**src/rtl/bp_cce_ucode_ctrl.sv**
```systemverilog
// rtl/bp_cce_ucode_ctrl.sv - CCE microcode RAM port sequencer/arbiter
// Serialises config traffic onto the 1rw instruction RAM, then hands the port to fetch.
module bp_cce_ucode_ctrl #(
  parameter int cce_pc_width_p          = 8,
  parameter int cce_instr_width_p       = 48,
  parameter int num_cce_instr_ram_els_p = 256
) (
  input  logic                         clk_i,
  input  logic                         reset_i,
  input  logic                         cfg_v_i,
  input  logic                         cfg_w_i,
  input  logic [cce_pc_width_p-1:0]    cfg_addr_i,
  input  logic [cce_instr_width_p-1:0] cfg_data_i,
  output logic                         cfg_ready_o,
  output logic [cce_instr_width_p-1:0] cfg_data_o,
  output logic                         cfg_data_v_o,
  input  logic                         cfg_data_yumi_i,
  input  logic                         mode_normal_i,
  input  logic                         fetch_v_i,
  input  logic [cce_pc_width_p-1:0]    fetch_addr_i,
  output logic                         fetch_en_o,
  output logic                         ram_v_o,
  output logic                         ram_w_o,
  output logic [cce_pc_width_p-1:0]    ram_addr_o,
  output logic [cce_instr_width_p-1:0] ram_data_o,
  input  logic [cce_instr_width_p-1:0] ram_data_i,
  output logic [cce_pc_width_p:0]      loaded_count_o,
  output logic                         err_o
);

  localparam logic [cce_pc_width_p:0] els_lp = (cce_pc_width_p+1)'(num_cce_instr_ram_els_p);

  typedef enum logic [2:0] {
    S_IDLE    = 3'd0,
    S_RD_WAIT = 3'd1,
    S_RD_HOLD = 3'd2,
    S_DRAIN   = 3'd3,
    S_RUN     = 3'd4
  } state_e;

  state_e                         state_q, state_d;
  logic [cce_instr_width_p-1:0]   cfg_data_q, cfg_data_d;
  logic                           cfg_data_v_q, cfg_data_v_d;
  logic                           fetch_en_q, fetch_en_d;
  logic [cce_pc_width_p:0]        loaded_count_q, loaded_count_d;
  logic                           err_q, err_d;

  logic cfg_accept;
  logic cfg_in_range;

  assign cfg_in_range = ({1'b0, cfg_addr_i} < els_lp);
  assign cfg_accept   = cfg_v_i & cfg_ready_o;

  // State and datapath registers
  always_ff @(posedge clk_i or posedge reset_i) begin
    if (reset_i) begin
      state_q        <= S_IDLE;
      cfg_data_q     <= '0;
      cfg_data_v_q   <= 1'b0;
      fetch_en_q     <= 1'b0;
      loaded_count_q <= '0;
      err_q          <= 1'b0;
    end else begin
      state_q        <= state_d;
      cfg_data_q     <= cfg_data_d;
      cfg_data_v_q   <= cfg_data_v_d;
      fetch_en_q     <= fetch_en_d;
      loaded_count_q <= loaded_count_d;
      err_q          <= err_d;
    end
  end

  // Next-state logic; a pending config request takes priority over entering normal mode
  always_comb begin
    state_d = state_q;
    case (state_q)
      S_IDLE: begin
        if (cfg_accept && cfg_in_range && !cfg_w_i) begin
          state_d = S_RD_WAIT;
        end else if (!cfg_v_i && mode_normal_i) begin
          state_d = S_DRAIN;
        end
      end
      S_RD_WAIT: state_d = S_RD_HOLD;
      S_RD_HOLD: begin
        if (cfg_data_yumi_i) begin
          state_d = S_IDLE;
        end
      end
      S_DRAIN: state_d = S_RUN;
      S_RUN: begin
        if (!mode_normal_i) begin
          state_d = S_IDLE;
        end
      end
      default: state_d = S_IDLE;
    endcase
  end

  always_comb begin
    cfg_data_d     = cfg_data_q;
    cfg_data_v_d   = cfg_data_v_q;
    fetch_en_d     = fetch_en_q;
    loaded_count_d = loaded_count_q;
    err_d          = err_q;
    case (state_q)
      S_IDLE: begin
        if (cfg_accept) begin
          if (!cfg_in_range) begin
            err_d = 1'b1;
          end else if (cfg_w_i && (loaded_count_q != els_lp)) begin
            loaded_count_d = loaded_count_q + 1'b1;
          end
        end
      end
      S_RD_WAIT: begin
        cfg_data_d   = ram_data_i;
        cfg_data_v_d = 1'b1;
      end
      S_RD_HOLD: begin
        if (cfg_data_yumi_i) begin
          cfg_data_v_d = 1'b0;
        end
      end
      S_DRAIN: fetch_en_d = 1'b1;
      S_RUN: begin
        // Config traffic in normal mode is swallowed and flagged
        if (cfg_accept) begin
          err_d = 1'b1;
        end
        if (!mode_normal_i) begin
          fetch_en_d = 1'b0;
        end
      end
      default: ;
    endcase
  end

  // Output logic; the RAM port is forced idle while reset is held
  always_comb begin
    cfg_ready_o = 1'b0;
    ram_v_o     = 1'b0;
    ram_w_o     = 1'b0;
    ram_addr_o  = '0;
    ram_data_o  = '0;
    if (!reset_i) begin
      case (state_q)
        S_IDLE: begin
          cfg_ready_o = 1'b1;
          if (cfg_v_i && cfg_in_range) begin
            ram_v_o    = 1'b1;
            ram_w_o    = cfg_w_i;
            ram_addr_o = cfg_addr_i;
            ram_data_o = cfg_w_i ? cfg_data_i : '0;
          end
        end
        S_RUN: begin
          cfg_ready_o = 1'b1;
          if (fetch_v_i) begin
            ram_v_o    = 1'b1;
            ram_addr_o = fetch_addr_i;
          end
        end
        default: ;
      endcase
    end
  end

  assign cfg_data_o     = cfg_data_q;
  assign cfg_data_v_o   = cfg_data_v_q;
  assign fetch_en_o     = fetch_en_q;
  assign loaded_count_o = loaded_count_q;
  assign err_o          = err_q;

endmodule

```
**config.mk**
```make
export PLATFORM = sky130hd
export DESIGN_NAME = bp_cce_ucode_ctrl
export DESIGN_NICKNAME = d
export VERILOG_FILES = /design/src/rtl/bp_cce_ucode_ctrl.sv
export SDC_FILE = /design/constraint.sdc
export NUM_CORES = 1
export LEC_CHECK = 0
export ABC_CLOCK_PERIOD_IN_PS = 4800
export BUFFER_PORTS_ARGS = -buffer_cell sky130_fd_sc_hd__buf_4
export CORE_ASPECT_RATIO = 1.4
export CORE_MARGIN = 5
export CORE_UTILIZATION = 30
export CTS_CLUSTER_DIAMETER = 120
export DETAILED_ROUTE_END_ITERATION = 8
export GPL_ROUTABILITY_DRIVEN = 0
export MAX_ROUTING_LAYER = met4
export PLACE_DENSITY = 0.75
export SYNTH_ARGS = -nofsm -noshare
export SYNTH_HDL_FRONTEND = slang
export SYNTH_SLANG_ARGS = --single-unit
```
**constraint.sdc**
```tcl
create_clock -name clk_i -period 4.8 [get_ports clk_i]
set_input_delay 0.24 -clock clk_i [delete_from_list [all_inputs] [get_ports clk_i]]
set_output_delay 0.24 -clock clk_i [all_outputs]
set_load 0.05 [all_outputs]
```
**Word level (Yosys, flattened, before mapping)**

Index checks and enable logic that the tools add are counted.

- Reductions and logical operators: 14
- Bitwise gates (word level): 1
- Muxes and demuxes: 26
- $add $sub $neg: 1
- Equality and inequality tests: 8

Operators by type and width:

| kind | count |
|---|---|
| $mux 48 | 4 |
| $mux 8 | 3 |
| $pmux 8 s2 | 1 |
| $pmux 3 s5 | 1 |
| $mux 3 | 4 |
| $mux 1 | 10 |
| $add 9x1->9 const B | 1 |
| $ne 9x9->1 const B | 1 |
| $eq 3x2->1 const B | 2 |
| $pmux 1 s2 | 3 |
| $reduce_and 2->1 | 3 |
| $reduce_and 3->1 | 2 |
| $ne 2x2->1 const B | 2 |
| $reduce_bool 2->1 | 2 |
| $eq 3x1->1 const B | 1 |
| $eq 3x3->1 const B | 1 |
| $logic_and 1x1->1 | 3 |
| $logic_not 3->1 | 1 |
| $ne 3x3->1 const B | 1 |
| $logic_not 1->1 | 2 |
| $reduce_or 2->1 | 1 |
| $and 1x1->1 | 1 |

- Register bits: 63
- Output and inout port bits: 119
- Logic and storage cells: 56

**Depth between registers and ports, before layout**

Gate-level depths: netlist of the first run.

- Depth after elaboration: 8
- Depth in mapped cells: 6
- Mapped depth without buffers: 5

**Least setup slack after synthesis of the first run**

No wires, ideal clock.

- Kind: input to output
- Start point: in reset_i
- End point: out ram_addr_o[0]
- Setup slack: 1645 ps
- Arrival: 2915 ps
- Cell stages on the path: 3
- Buffers on the path: 0
- Required time: 4560 ps
- Cell sequence: inv_1 -> nand2_1 -> nor2_1

- Word-level cells in the longest chain between the ends: 1

RTL lines:

| item | RTL line | RTL |
|---|---|---|
| from (decl) | 9 | `input logic reset_i,` |
| $mux 8 | 146 | `if (!reset_i) begin` |
| to (decl) | 24 | `output logic [cce_pc_width_p-1:0] ram_addr_o,` |

No other way between the ends.

**Worst setup path after layout of the first run**

- Start point: reg state_q[1]
- End point: out ram_data_o[5]

- Word-level cells in the longest chain between the ends: 3

RTL lines:

| item | RTL line | RTL |
|---|---|---|
| from (decl) | 41 | `state_e state_q, state_d;` |
| from (signal assigned) | 64 | `state_q <= state_d;` |
| $logic_not 3->1 | 147 | `case (state_q)` |
| $mux 48 | 147 |  |
| $mux 48 | 146 |  |
| to (decl) | 25 | `output logic [cce_instr_width_p-1:0] ram_data_o,` |

No other way between the ends.

==> flow_summary.yaml, run 1 <==
worst_setup_path:
  path_cells: "or4b_1 -> nor2_4 -> and2_1 -> buf_4"
  critPathRequiredTime_ns: 4.56
  critPathMaxStageDelay_ns: 0.81
  crit_path_start_kind: "flip-flop"
  slowest_stage: "or4b_1"
  cp.arrival_ns: 2.83
  critical_path_class: "reg -> out"
  critPathMaxFanout: 49
  cpLargestDelayFamily: "simple AND/OR/NAND/NOR gates"
  r2r-start: "state_q[1]"
  endpoint_kind: "output pin"
  worst-path-buf-inv: 1
  setup.worst_path.start: "state_q[1]"
cts:
  ctsRootBufferMaster: "clkbuf_16"
  clkLatencyLatePin_ns: 0.32
  htreeDepth: 3
  cts_buffers: 9
  cts_buffer_depth: 2
  cts_tree: "done"
  post_cts_buffers: 0
  hold_buffers: 0
  clkSinkCount: 63
  clk_pin_slew_ns: 0.05
  cts_resized: 0
floorplanning:
  io_pins: 238
  core-area_sq_mm: 0.00995
  dieArea_sq_mm: 0.0124
  die_h_um: 130
  initial_core_util_pct: 30.8
  rows: 43
  fp.dieW_um: 95.5
drt:
  wl_mm: 11.3
  detail-route-antenna-nets: 0
  drcViolationCount: 0
  firstDrtPassIters: 4
  drt_iter0_markers: 107
  wl_per_cell_um: 18.0
  vias_per_cell: 4.65
  num_vias: 2918
min_path:
  hold_class: "in -> reg"
  min_from: "ram_data_i[34]"
placed_design:
  hpwlAfterDp_mm: 9.20
  io_buffers: 237
timing:
  clock_skew_ns: 0.00391
  setup_viol: 0
  setup_tns_ns: 0
  slew_headroom_pct: 46.0
  fin_crit_sh_pct: 63.9
  min_period_ns: 3.07
  max_freq_ghz: 0.326
  slew_viol_final: 0
  rsz0062_at_grt: "false"
  worst_slew_pin_slew_ns: 0.810
  hold_viol_final: 0
yosys:
  synth_common_cells: "dfrtp_1, and2_1, mux2_2"
  synth_top_area_share_pct: 51.4
  synth_seq_cells: 63
  yosys.cell_count.top_type: "dfrtp_1"
  yosysWarnings: 0
  synth_area_sq_mm: 0.00307
  synth_edf_count: 0
  synth_nets: 373
  synth_area_leaders: "dfrtp_1, mux2_2, and2_1"
  synthFlopType: "dfrtp_1"
  yosysTopAreaCell: "dfrtp_1"
  synthCells: 252
  synth.distinct_cells: 36
  avgSynthCellArea_sq_um: 12.2
  synth-async-reset-ratio_pct: 100
  seq_area_frac_synth_pct: 51.4
pwr:
  p_leak_nw: 2.65
  clkPwrFrac_pct: 19.6
  comb_power_share_pct: 54.1
  power.switching_mw: 1.70
  powerDensity_mw_per_mm2: 688
  ir_drop_uv: 372
  pwr-share-seq_pct: 26.3
  swShare_pct: 46.8
  intPower_mw: 1.93
flow_run:
  maxCapViolCount: 0
global_route:
  grt_use_met2_pct: 32.1
  grt_pass1_vias: 3063
  track_usage_pct: 18.2
  grt_pass1_wl_mm: 16.3
  grt_util_met1_pct: 19.4
  grt_use_met3_pct: 4.82
  grt-ovfl-total: 0
  busiest_layer: "met2"
  grt_start_max_net_pins: 65
  antenna_found_initial: 0
finish:
  regArea_sq_mm: 0.00158
  final_nets: 609
  fillCellCount: 884
  area_growth_pct: 72.4
  final_core_util_pct: 53.1
  diodes: 0
  multi_input_area_sq_mm: 0.00138
  drive_gt1_share_pct: 65.0
run_status:
  outcome: "finished clean"
[layout by cell type, fill, tap and decap left out, types with 2 or more instances in the layout]
cell / synthesis / final
nand3_1: 4 / 4
clkbuf_8: 0 / 3
o21ai_0: 2 / 2
bufinv_16: 0 / 2
clkbuf_16: 0 / 9
nor4b_2: 3 / 3
dfrtp_1: 63 / 63
a2111oi_2: 2 / 2
o31ai_1: 2 / 2
ha_1: 2 / 2
nand2b_1: 2 / 2
a22oi_1: 8 / 8
xor2_1: 7 / 7
buf_4: 4 / 241
a21oi_1: 4 / 4
and2_1: 48 / 48
nand2_1: 5 / 5
nor4_2: 4 / 4
inv_2: 1 / 2
nand4_1: 2 / 2
mux2_2: 48 / 48
nor2_1: 10 / 10
inv_1: 6 / 5
[layer usage]
layer	vias to the layer above	wire (um)
li1	1341	-
met1	1389	4030
met2	177	5840
met3	11	1230
met4	0	168
met5	-	0
[through the flow]
step	hold slack [ns]	instances	total power, mW	setup slack [ns]	instance area (sq um)
floorplan	0.387	252	2.30	1.65	3070
global placement	0.472	612	2.91	2.13	4960
detailed placement	0.470	612	2.95	2.04	4960
CTS	0.132	627	3.68	1.68	5290
global route	0.139	627	3.79	1.46	5290
finish	0.147	627	3.64	1.73	5290
[final cells by class]
class,count,share of cell area (%)
multi-input cells,166,26.0
repair buffers,241,34.2
flip-flops and latches,63,29.8
well taps,135,3.19
clock inverters,3,1.23
clock buffers,12,5.04
inverters,7,0.497
[worst reg2reg max path: stages, from the launching register on]
cell	delay, ns
dfrtp_1	0.51
or4b_1	0.81
a211oi_2	0.40
mux2_1	0.35
[state kept, by name (all words and copies together) (netlist names)]
name / cells
loaded_count_o: 9
cfg_data_o: 48
err_o: 1
state_q: 3
fetch_en_o: 1
cfg_data_v_o: 1
[power groups by stage]
stage,logic [mW],registers (mW),clock network [mW]
2_1_floorplan,0.560,1.74,0
3_3_place_gp,1.96,0.947,0
3_5_place_dp,1.99,0.967,0
4_1_cts,1.99,0.960,0.731
5_1_grt,2.05,0.992,0.753
6_report,1.97,0.957,0.711
[worst paths after layout]
check | cells after the start | slack [ns] | to
worst max-delay path | 4 | 1.73 | ram_data_o[5]
worst min-delay path | 2 | 0.15 | cfg_data_o[34]
worst max register to register | 3 | 2.61 | loaded_count_o[1]
worst min register to register | 1 | 0.48 | err_o
max in group asynchronous | 3 | 4.11 | loaded_count_o[0]
min in group asynchronous | 3 | 0.17 | err_o
[cell families after synthesis]
kind of cell             share of synthesized area [%]
AND/OR/NAND/NOR                                   18.3
flip-flops                                        51.4
multiplexers                                      18.0
buffers and inverters                             3.91
XOR/XNOR                                          2.28
adder cells (fa/ha/maj)                          0.815
AO/OA/AOI/OAI                                     5.38
Power figures use the tool's default switching activity.
==> run 2, diff against run 1 <==
--- a/config.mk
+++ b/config.mk
@@ -5,7 +5,7 @@
 export SDC_FILE = /design/constraint.sdc
 export NUM_CORES = 1
 export LEC_CHECK = 0
-export ABC_CLOCK_PERIOD_IN_PS = 4800
+export ABC_CLOCK_PERIOD_IN_PS = 2900
 export BUFFER_PORTS_ARGS = -buffer_cell sky130_fd_sc_hd__buf_4
 export CORE_ASPECT_RATIO = 1.4
 export CORE_MARGIN = 5
==> constraint.sdc (replaced) <==
create_clock -name clk_i -period 2.9 [get_ports clk_i]
set_input_delay 0.145 -clock clk_i [delete_from_list [all_inputs] [get_ports clk_i]]
set_output_delay 0.145 -clock clk_i [all_outputs]
set_load 0.05 [all_outputs]
==> flow_summary.yaml, run 2 (synthesis gave the netlist of run 1 again) <==
pwr:
  ir_drop_uv: 553
  powerDensity_mw_per_mm2: 1120
  power_mw: 5.87
  p_leak_nw: 2.62
drt:
  wl_met1_mm: 3.77
  drt_iter0_markers: 92
  wl_met3_mm: 1.25
  wl_mm: 10.6
  dr.max_layer_used: "met4"
  num_vias: 2841
  drcViolationCount: 0
  detail-route-antenna-nets: 0
  wl_per_cell_um: 16.8
  firstDrtPassIters: 4
  wl_met2_mm: 5.33
  vias_per_cell: 4.52
worst_setup_path:
  slowest_stage: "or4b_1"
  endpoint_kind: "output pin"
  r2r-start: "state_q[2]"
  path_cells: "or4b_1 -> nor2_4 -> buf_4 -> and2_1 -> buf_4"
  worstRegToRegCells: 3
  critPathRequiredTime_ns: 2.76
  setup.worst_path.start: "state_q[2]"
  critical_path_class: "reg -> out"
  cp.arrival_ns: 2.51
  critPathMaxFanout: 49
  crit_path_start_kind: "flip-flop"
  critPathMaxStageDelay_ns: 0.81
  path_common_cell: "buf_4"
floorplanning:
  die_h_um: 130
  dieArea_sq_mm: 0.0124
  fp.dieW_um: 95.5
  initial_core_util_pct: 30.8
  io_pins: 238
  core-area_sq_mm: 0.00995
  rows: 43
timing:
  min_period_ns: 2.66
  rsz0062_at_grt: "false"
  worst_hold_slack_ns: 0.0571
  setup_viol: 0
  setup_tns_ns: 0
  clock_skew_ns: 0.00748
  fin_crit_sh_pct: 91.7
  hold_viol_final: 0
  max_freq_ghz: 0.376
  slew_viol_final: 0
  worst_slew_pin_slew_ns: 0.808
  slew_headroom_pct: 46.2
run_status:
  outcome: "finished clean"
global_route:
  grt_start_max_net_pins: 64
  grt_pass1_vias: 2963
  grt-ovfl-total: 0
  track_usage_pct: 17.0
  grt_pass1_wl_mm: 15.3
  antenna_found_initial: 1
cts:
  cts_resized: 0
  cts_buffers: 9
  clk_pin_slew_ns: 0.05
  hold_buffers: 0
  clkSinkCount: 63
  clkLatencyLatePin_ns: 0.32
  cts_buffer_depth: 2
  ctsRootBufferMaster: "clkbuf_16"
  post_cts_buffers: 0
  htreeDepth: 3
  cts_tree: "done"
placed_design:
  io_buffers: 237
  hpwlAfterDp_mm: 8.67
  dpl.cell_count: 612
  postPlaceCellArea_sq_mm: 0.00496
finish:
  stdcell_area_sq_mm: 0.00526
  area_growth_pct: 71.3
  final_cell_mix: "buf_4, dfrtp_1, mux2_2, and2_1, nor2_1"
  largest_register_ffs: 48
  final_common_cell: "buf_4"
  stdcell_count: 629
  final_nets: 609
  drive_gt1_share_pct: 64.5
min_path:
  holdPathStages: 2
  hold_class: "in -> reg"
  min_from: "ram_data_i[0]"
flow_run:
  maxCapViolCount: 0
## run 2: power breakdown
group	switching, mW	leakage (nW)	internal, mW
combinational	2.15	1.71	1.10
clock	0.360	0.140	0.687
sequential	0.289	0.766	1.29
## run 2: per-layer routing
metal  vias up  track usage (%)
li1       1338                -
met1      1316             18.2
met2       171             28.8
met3        16             5.69
met4         0             6.70
met5         -                -
## run 2: final timing paths
path / to / slack, ns
setup / recovery: ram_data_o[25] / 0.24
setup reg to reg: loaded_count_o[1] / 0.76
hold reg to reg: err_o / 0.48
max in group asynchronous: loaded_count_o[7] / 2.26
min in group asynchronous: fetch_en_o / 0.12
hold / removal: cfg_data_o[0] / 0.06
## run 2: cell type report
| class | count | area, sq um |
|---|---|---|
| fill | 897 | 4700 |
| timing repair buffer | 241 | 1810 |
| sequential | 63 | 1580 |
| multi-input combinational | 166 | 1380 |
| clock buffer | 13 | 250 |
| tap | 135 | 169 |
| clock inverter | 3 | 42.5 |
| inverter | 7 | 30.0 |
| antenna | 1 | 2.50 |
## run 2: worst max-delay path: cells and delay by family, from the launching register on
family | cells | cell delay (ns)
DFF | 1 | 0.49
buffers and inverters | 2 | 0.53
and+or+nand+nor | 3 | 1.17
## run 2: metrics by stage
step / utilization, % / worst slack (ns)
after CTS: 52.8 / 0.201
after global placement: 49.9 / 0.620
after detailed placement: 49.9 / 0.547
after floorplan: - / 0.729
after global routing: 52.8 / 0.0569
final: 52.8 / 0.241
==> run 3, diff against run 2 <==
--- a/config.mk
+++ b/config.mk
@@ -14,7 +14,7 @@
 export DETAILED_ROUTE_END_ITERATION = 8
 export GPL_ROUTABILITY_DRIVEN = 0
 export MAX_ROUTING_LAYER = met4
-export PLACE_DENSITY = 0.75
+export PLACE_DENSITY_LB_ADDON = 0.12
 export SYNTH_ARGS = -nofsm -noshare
 export SYNTH_HDL_FRONTEND = slang
 export SYNTH_SLANG_ARGS = --single-unit
==> flow_summary.yaml, run 3 (synthesis gave the netlist of run 1 again) <==
cts:
  post_cts_buffers: 0
  ctsRootBufferMaster: "clkbuf_16"
  cts_resized: 0
  hold_buffers: 0
  clkSinkCount: 63
  clkLatencyLatePin_ns: 0.33
  cts_buffers: 9
  cts_tree: "done"
  cts_buffer_depth: 2
  clk_pin_slew_ns: 0.06
  htreeDepth: 3
finish:
  final_common_cell: "buf_4"
  final_cell_mix: "buf_4, dfrtp_1, mux2_2, and2_1, nor2_1"
  drive_gt1_share_pct: 64.9
  largest_register_ffs: 48
  stdcell_count: 629
  fillCellCount: 928
  multi_input_area_sq_mm: 0.00138
  area_growth_pct: 70.8
  regArea_sq_mm: 0.00158
  final_nets: 609
pwr:
  pwr-share-seq_pct: 27.1
  clkPwrFrac_pct: 17.1
  intPower_mw: 2.98
  p_leak_nw: 2.61
  power_mw: 5.79
  comb_power_share_pct: 55.8
  power.switching_mw: 2.81
  powerDensity_mw_per_mm2: 1110
  ir_drop_uv: 715
  swShare_pct: 48.5
timing:
  hold_viol_final: 0
  min_period_ns: 2.76
  worst_slew_pin_slew_ns: 0.800
  clock_skew_ns: 0.00533
  fin_crit_sh_pct: 95.3
  rsz0062_at_grt: "false"
  setup_viol: 0
  max_freq_ghz: 0.362
  setup_ws_ns: 0.136
  slew_headroom_pct: 46.5
  slew_viol_final: 0
  setup_tns_ns: 0
worst_setup_path:
  cpLargestDelayFamily: "simple AND/OR/NAND/NOR gates"
  endpoint_kind: "output pin"
  path_common_cell: "buf_4"
  crit_path_start_kind: "flip-flop"
  critPathMaxFanout: 49
  path_cells: "or4b_1 -> nor2_4 -> buf_4 -> and2_1 -> buf_4"
  critPathRequiredTime_ns: 2.76
  cp.arrival_ns: 2.62
  slowest_stage: "or4b_1"
  critPathMaxStageDelay_ns: 0.81
  worst-path-buf-inv: 2
  critical_path_class: "reg -> out"
drt:
  firstDrtPassIters: 4
  num_vias: 2826
  vias_per_cell: 4.49
  wl_mm: 9.90
  detail-route-antenna-nets: 0
  wl_per_cell_um: 15.7
  drcViolationCount: 0
  drt_iter0_markers: 131
global_route:
  antenna_found_initial: 1
  track_usage_pct: 15.9
  grt_pass1_vias: 2862
  grt-ovfl-total: 0
  grt_start_max_net_pins: 64
  grt_pass1_wl_mm: 14.6
min_path:
  hold_class: "in -> reg"
floorplanning:
  io_pins: 238
  initial_core_util_pct: 30.8
  die_h_um: 130
  dieArea_sq_mm: 0.0124
  fp.dieW_um: 95.5
  rows: 43
  core-area_sq_mm: 0.00995
flow_run:
  maxCapViolCount: 0
placed_design:
  hpwlAfterDp_mm: 7.89
  dpl.cell_count: 612
  io_buffers: 237
  pre_cts_ws_ns: 0.459
run_status:
  outcome: "finished clean"
-- run 3: power by group through the flow --
stage,logic (mW),registers (mW),clock network (mW)
global route,3.38,1.63,1.07
CTS,3.28,1.58,1.02
detailed placement,3.28,1.59,0
floorplan,0.927,2.89,0
global placement,3.26,1.57,0
finish,3.24,1.57,0.990
-- run 3: layer usage --
metal	GRT usage, %	part of all wire (%)	up-vias
met2	26.8	50	165
met5	-	0	-
li1	-	-	1342
met3	6.56	13	8
met1	16.9	36	1311
met4	5.03	1.1	0
-- run 3: metrics by stage --
stage	util, %	instance area (sq um)	hold WS, ns
after floorplan	-	3070	0.274
after global placement	49.9	4960	0.378
after detailed placement	49.9	4960	0.382
after CTS	52.6	5240	0.0351
after global routing	52.7	5240	0.0353
final	52.7	5240	0.0461
-- run 3: layout make-up --
cell class / instances / share of cell area (%)
timing repair buffer: 241 / 34.5
sequential: 63 / 30.1
multi-input combinational: 166 / 26.3
clock buffer: 11 / 4.63
tap: 135 / 3.22
clock inverter: 5 / 0.645
inverter: 7 / 0.573
antenna: 1 / 0.0477
-- run 3: path summary, 6_finish.rpt --
path | slack [ns] | to | start | cells past startpoint
setup / recovery | 0.14 | ram_data_o[38] | state_q[2] | 5
hold / removal | 0.05 | cfg_data_o[38] | ram_data_i[38] | 2
setup reg to reg | 0.76 | loaded_count_o[1] | state_q[2] | 3
hold reg to reg | 0.48 | err_o | err_o | 1
max in group asynchronous | 2.27 | cfg_data_o[0] | reset_i | 3
min in group asynchronous | 0.10 | loaded_count_o[2] | reset_i | 3
